## config.mk

```make
export PLATFORM = sky130hd
export DESIGN_NAME = vblank_write_queue
export DESIGN_NICKNAME = d
export VERILOG_FILES = /design/src/rtl/vwq_pkg.sv /design/src/rtl/vwq_fifo.sv /design/src/rtl/vblank_write_queue.sv
export SDC_FILE = /design/constraint.sdc
export NUM_CORES = 1
export LEC_CHECK = 0
export ABC_CLOCK_PERIOD_IN_PS = 3950
export CELL_PAD_IN_SITES_DETAIL_PLACEMENT = 0
export CELL_PAD_IN_SITES_GLOBAL_PLACEMENT = 1
export CORE_AREA = 5 5 261 263
export CTS_BUF_LIST = sky130_fd_sc_hd__clkbuf_2
export CTS_CLUSTER_DIAMETER = 100
export CTS_CLUSTER_SIZE = 25
export DETAILED_ROUTE_END_ITERATION = 10
export DIE_AREA = 0 0 266 268
export PLACE_DENSITY_LB_ADDON = 0.2
export SLEW_MARGIN = 20
export SYNTH_ARGS = -nofsm -noshare
export SYNTH_HDL_FRONTEND = slang
export SYNTH_SLANG_ARGS = --single-unit
```

## constraint.sdc

```tcl
create_clock -name clk -period 3.95 [get_ports clk]
set_input_delay 0.395 -clock clk [delete_from_list [all_inputs] [get_ports clk]]
set_output_delay 0.395 -clock clk [all_outputs]
set_load 0.01 [all_outputs]
```

## src/rtl/vwq_pkg.sv

```systemverilog
// Shared types for the vblank write queue.
// Optional VWQ_FILL_EN adds a per-entry repeat length.
package vwq_pkg;

    localparam int ADDR_W = 16;
    localparam int DATA_W = 8;

    typedef enum logic [1:0] {
        WAIT_BLANK = 2'd0,
        DRAIN      = 2'd1,
        DONE       = 2'd2
    } state_t;

    typedef struct packed {
        logic [ADDR_W-1:0] addr;
        logic [DATA_W-1:0] data;
`ifdef VWQ_FILL_EN
        logic [7:0]        len;
`endif
    } entry_t;

endpackage

```

## src/rtl/vwq_fifo.sv

```systemverilog
// Single-clock command FIFO; head is read combinationally from the read pointer.
module vwq_fifo
    import vwq_pkg::*;
#(
    parameter int DEPTH = 16
) (
    input  logic                   clk,
    input  logic                   reset,
    input  logic                   push,
    input  entry_t                 push_entry,
    input  logic                   pop,
    output entry_t                 head,
    output logic [$clog2(DEPTH):0] level,
    output logic                   full,
    output logic                   empty
);

    localparam int AW = $clog2(DEPTH);
    localparam int LW = AW + 1;

    entry_t        mem [DEPTH];
    logic [AW-1:0] wr_ptr;
    logic [AW-1:0] rd_ptr;
    logic          do_push;
    logic          do_pop;

    assign full    = (level == LW'(DEPTH));
    assign empty   = (level == '0);
    assign do_push = push && !full;
    assign do_pop  = pop && !empty;
    assign head    = mem[rd_ptr];

    // Storage needs no reset: reset only has to discard, which the pointers do.
    always_ff @(posedge clk) begin
        if (do_push) begin
            mem[wr_ptr] <= push_entry;
        end
    end

    always_ff @(posedge clk or posedge reset) begin
        if (reset) begin
            wr_ptr <= '0;
            rd_ptr <= '0;
            level  <= '0;
        end else begin
            if (do_push) begin
                wr_ptr <= wr_ptr + 1'b1;
            end
            if (do_pop) begin
                rd_ptr <= rd_ptr + 1'b1;
            end
            if (do_push && !do_pop) begin
                level <= level + 1'b1;
            end else if (do_pop && !do_push) begin
                level <= level - 1'b1;
            end
        end
    end

endmodule

```

## src/rtl/vblank_write_queue.sv

```systemverilog
// Buffers bus writes and replays them only while vsync is high.
// Optional VWQ_FILL_EN: each entry repeats its data over len+1 consecutive addresses.
//   state      | meaning
//   WAIT_BLANK | idle, waiting for vsync rising edge
//   DRAIN      | blanking, issuing queued writes
//   DONE       | blanking, write budget spent
module vblank_write_queue
    import vwq_pkg::*;
#(
    parameter int DEPTH  = 16,
    parameter int BUDGET = 0
) (
    input  logic                   clk,
    input  logic                   reset,
    input  logic                   cmd_valid,
    output logic                   cmd_ready,
    input  logic [ADDR_W-1:0]      cmd_addr,
    input  logic [DATA_W-1:0]      cmd_data,
`ifdef VWQ_FILL_EN
    input  logic [7:0]             cmd_len,
`endif
    input  logic                   vsync,
    output logic [ADDR_W-1:0]      bus_addr,
    output logic [DATA_W-1:0]      bus_data,
    output logic                   bus_rw,
    output logic [$clog2(DEPTH):0] level,
    output logic                   busy
);

    state_t            state;
    logic              vsync_q;
    logic              blank_start;
    logic              budget_ok;
    logic              budget_hit;
    logic              issue;
    logic              push;
    logic              pop;
    logic              full;
    logic              empty;
    logic [8:0]        issued;
    logic [ADDR_W-1:0] wr_addr;
    entry_t            head;
    entry_t            push_entry;

    assign cmd_ready   = !full;
    assign push        = cmd_valid && cmd_ready;
    assign blank_start = vsync && !vsync_q;
    assign budget_ok   = (BUDGET == 0) || (int'(issued) < BUDGET);
    assign budget_hit  = (BUDGET != 0) && !budget_ok;
    assign issue       = (state == DRAIN) && vsync && !empty && budget_ok;
    assign busy        = (state == DRAIN);

    assign push_entry.addr = cmd_addr;
    assign push_entry.data = cmd_data;

`ifdef VWQ_FILL_EN
    logic [7:0] offset;

    assign push_entry.len = cmd_len;
    assign pop            = issue && (offset == head.len);
    assign wr_addr        = head.addr + {8'd0, offset};

    // Offset survives a paused fill so the next blank resumes mid-entry.
    always_ff @(posedge clk or posedge reset) begin
        if (reset) begin
            offset <= '0;
        end else if (pop) begin
            offset <= '0;
        end else if (issue) begin
            offset <= offset + 8'd1;
        end
    end
`else
    assign pop     = issue;
    assign wr_addr = head.addr;
`endif

    vwq_fifo #(.DEPTH(DEPTH)) u_fifo (
        .clk        (clk),
        .reset      (reset),
        .push       (push),
        .push_entry (push_entry),
        .pop        (pop),
        .head       (head),
        .level      (level),
        .full       (full),
        .empty      (empty)
    );

    // vsync_q resets high so a blank already in progress at reset release is skipped.
    always_ff @(posedge clk or posedge reset) begin
        if (reset) begin
            state    <= WAIT_BLANK;
            vsync_q  <= 1'b1;
            issued   <= '0;
            bus_addr <= '0;
            bus_data <= '0;
            bus_rw   <= 1'b0;
        end else begin
            vsync_q <= vsync;
            bus_rw  <= 1'b0;
            case (state)
                WAIT_BLANK: begin
                    if (blank_start) begin
                        state  <= DRAIN;
                        issued <= '0;
                    end
                end
                DRAIN: begin
                    if (issue) begin
                        bus_addr <= wr_addr;
                        bus_data <= head.data;
                        bus_rw   <= 1'b1;
                        if (issued != '1) begin
                            issued <= issued + 9'd1;
                        end
                    end
                    if (!vsync) begin
                        state <= WAIT_BLANK;
                    end else if (budget_hit) begin
                        state <= DONE;
                    end
                end
                DONE: begin
                    if (!vsync) begin
                        state <= WAIT_BLANK;
                    end
                end
                default: state <= WAIT_BLANK;
            endcase
        end
    end

endmodule

```

==> summary.md <==
| Metric | Value |
|---|---|
| Share of layout cells above drive strength 1 | `26.4%` |
| Fin nets | `between 800 and 900` |
| Routed via count | `7411` |
| # IOs | `60` |
| Placed Area | `roughly 18000 um^2` |
| Period utilisation layout | `between 70% and 80%` |
| Worst path max stage delay | `about 0.53 ns` |
| First-pass GRT wire length | `58300 um` |
| Layout area overhead | `13.8%` |
| Vias in the first global route | `7893` |
| Status | `finished clean` |
| Grt met1 use | `16.2%` |
| Die ar. | `a little over 70000 um^2` |
| Yosys top cell by area | `edfxtp_1` |
| H-tree Lvls | `1` |
| Slew HR | `48.7%` |
| Num Clock Sinks | `around 420` |
| GRT Residual Overflow | `0` |
| Post-Syn Area | `roughly 16000 um^2` |
| Syn avg cell area | `21.9 um^2` |
| PortBufs | `59` |
| CTS buffer count | `23` |
| Area occupied by multi-input gates | `between 3000 and 4000 um^2` |
| Root Buffer | `clkbuf_2` |
| 1st-pass router iterations | `4` |
| Final hold viol count | `0` |
| Finished Cell Area | `18400 um^2` |
| Gr busiest metal | `met2` |
| Max-slew violation count | `0` |
| GRT Overall Usage | `11.1%` |
| Setup CP Type | `register to output pin` |
| Fmax | `323 MHz` |
| GPL Wtd Cong | `0.678` |
| Detailed Route WL | `39800 um` |
| Initial antenna violation count | `5` |
| CP endpoint kind | `output pin` |
| Top delay family on crit path | `simple AND/OR/NAND/NOR gates` |
| Min Clock Period, post-route | `3.09 ns` |
| Crit path DAT | `2.70 ns` |
| Initial core utilization | `24.7%` |
| ANT nets after route | `0` |
| Top post-synthesis cells by area | `edfxtp_1 (71%), mux4_2 (13%), dfrtp_1 (6.0%), o22ai_1 (1.9%), mux2_2 (1.7%)` |
| Core ar. | `approximately 65000 um^2` |
| Syn nets | `776` |
| Yosys warning count | `0` |
| Max Cap Violations | `0` |
| Cells after synthesis | `738` |
| FP Rows | `94` |
| Clock buffer depth | `3` |
| HPWL after DPL | `23300 um` |
| Die height | `around 270 um` |
| Clock Latency Late Sink | `1.08 ns` |
| Setup Total Neg Slack | `0 ns` |
| Worst hold slack | `about 0.2 ns` |
| Met2 Use GR | `18.0%` |
| Post-route DRC | `0` |
| Worst slew pin tran | `between 0.7 and 0.8 ns` |
| Clock-pin slew on the worst setup and hold paths | `0.46 ns` |
| Crit-path cells | `nor4_2 > nand2_1 > clkdlybuf4s50_1` |
| Synth top area share | `a little under three quarters` |
| HP Class | `primary input to register` |
| Final setup vio count | `0` |
| Setup bufs post-CTS | `0` |
| RSZ-0062 raised after global routing | `false` |
| Vias per Instance | `4.35` |
| Required time worst endpoint | `3.56 ns` |
| # fillers | `~6600` |
| Largest net degree at the start of global routing | `54` |
| Worst-path fanout max | `5` |
| Synthesis-stage register bit count | `between 400 and 500` |
| Share of the yosys chip area belonging to registers | `77.7%` |
| Distinct cell type count after synthesis | `33` |
| Global Route met3 Usage | `1.61%` |
| Storage element area | `between 10000 and 15000 um^2` |
| Pleak | `between 0.005 and 0.006 uW` |
| Slowest cell on crit path | `dfrtp_1` |
| Cell Pwr Density | `616 nW/um^2` |
| VDD IR max | `0.000239 V` |
| Starting DRT DRC Count | `440` |
| CP Buf/Inv Count | `1` |
| Clock tree from TritonCTS | `done` |
| Wire per inst | `23.4 um` |
| CP startpoint kind | `register` |
| Die width | `roughly 270 um` |
| Fin Clk Skew | `~0.084 ns` |
[synthesized netlist by cell type]
cell,instances
a21boi_0,1
a21o_1,2
a21oi_1,26
a21oi_2,1
and2_1,1
buf_1,4
buf_2,11
buf_4,4
buf_6,6
clkbuf_1,17
dfrtp_1,39
dfstp_2,1
edfxtp_1,384
fa_1,1
ha_1,9
inv_1,9
inv_2,1
mux2_1,1
mux2_2,24
mux2i_1,2
mux4_2,96
nand2_1,12
nand2b_1,3
nand4_1,2
nor2_1,14
nor3_1,4
nor4_2,1
o21ai_0,2
o21ai_1,1
o22ai_1,48
or2_1,1
xnor2_1,7
xor2_1,3
[where the power goes]
| group | leakage, uW | switching [uW] | internal [uW] |
|---|---|---|---|
| registers | 0.00392 | 431 | 5490 |
| clock network | 0.000194 | 1410 | 340 |
| logic | 0.00148 | 1850 | 1800 |
[per-stage QoR]
stage | setup WS [ns] | std cells | power, uW | utilization [%]
6_report | 0.855 | 1702 | 11300 | 28.1
4_1_cts | 0.589 | 1697 | 11600 | 28.0
5_1_grt | 0.572 | 1699 | 12000 | 28.1
2_1_floorplan | 0.739 | 738 | 8280 | -
3_5_place_dp | 1.04 | 1655 | 9820 | 27.6
3_3_place_gp | 1.06 | 1655 | 9830 | 27.6
[routing by layer]
metal | up-vias | routed length (um)
met2 | 104 | 19100
met3 | 37 | 1310
met4 | 6 | 491
met1 | 4047 | 18800
li1 | 3217 | -
met5 | - | 34
[repair_timing]
action,4_1_cts,5_1_grt
hold buffers,2,1
endpoints found under the hold margin,24,1
resized for setup,0,0
[placed cells by master (no fill, tap or decap), drive strengths merged, types with 14 or more instances in the layout]
cell type        n
edfxtp         384
mux4            96
clkdlybuf4s50   59
o22ai           48
dfrtp           39
buf             36
clkbuf          33
a21oi           27
mux2            25
nor2            14
[cells by family (layout without fill, tap and decap cells)]
| logic type | after synthesis | count (layout) | synth area share, % |
|---|---|---|---|
| other | 0 | 4 | 0 |
| multiplexers | 123 | 123 | 15.3 |
| XOR/XNOR | 10 | 10 | 0.543 |
| adder cells (fa/ha/maj) | 10 | 10 | 0.822 |
| AND/OR/NAND/NOR | 38 | 38 | 1.08 |
| AO/OA/AOI/OAI | 81 | 81 | 2.95 |
| flip-flops | 424 | 424 | 77.7 |
| buffers and inverters | 52 | 148 | 1.67 |
[flip-flops by register name, summed over array words and instances (netlist names), 4 cells and up]
signal / flops
bus_data: 8
bus_addr: 16
u_fifo.mem: 384
u_fifo.level: 5
u_fifo.rd_ptr: 4
u_fifo.wr_ptr: 4
[worst paths after layout]
kind	cells after the start	end	slack, ns	from
setup / recovery	3	cmd_ready	0.86	u_fifo.level[0]$_DFFE_PP0P_
hold / removal	1	u_fifo.mem[12][14]$_DFFE_PP_	0.20	cmd_addr[6]
setup reg to reg	10	u_fifo.level[4]$_DFFE_PP0P_	1.05	u_fifo.level[0]$_DFFE_PP0P_
hold reg to reg	2	state[0]$_DFFE_PP0P_	0.58	state[0]$_DFFE_PP0P_
max in group asynchronous	4	bus_addr[10]$_DFFE_PP0P_	2.83	reset
min in group asynchronous	3	u_fifo.wr_ptr[3]$_DFFE_PP0P_	0.24	reset
[layout make-up]
type                            instances  area share (%)
Sequential cell                       424            68.3
Multi-Input combinational cell        262            18.8
Tap cell                              864            5.89
Timing Repair Buffer                   98            5.19
Clock buffer                           33           0.899
Clock inverter                          7           0.661
Inverter                               10           0.204
Antenna cell                            4          0.0545
Note: power is estimated with default switching activity, not from simulation.
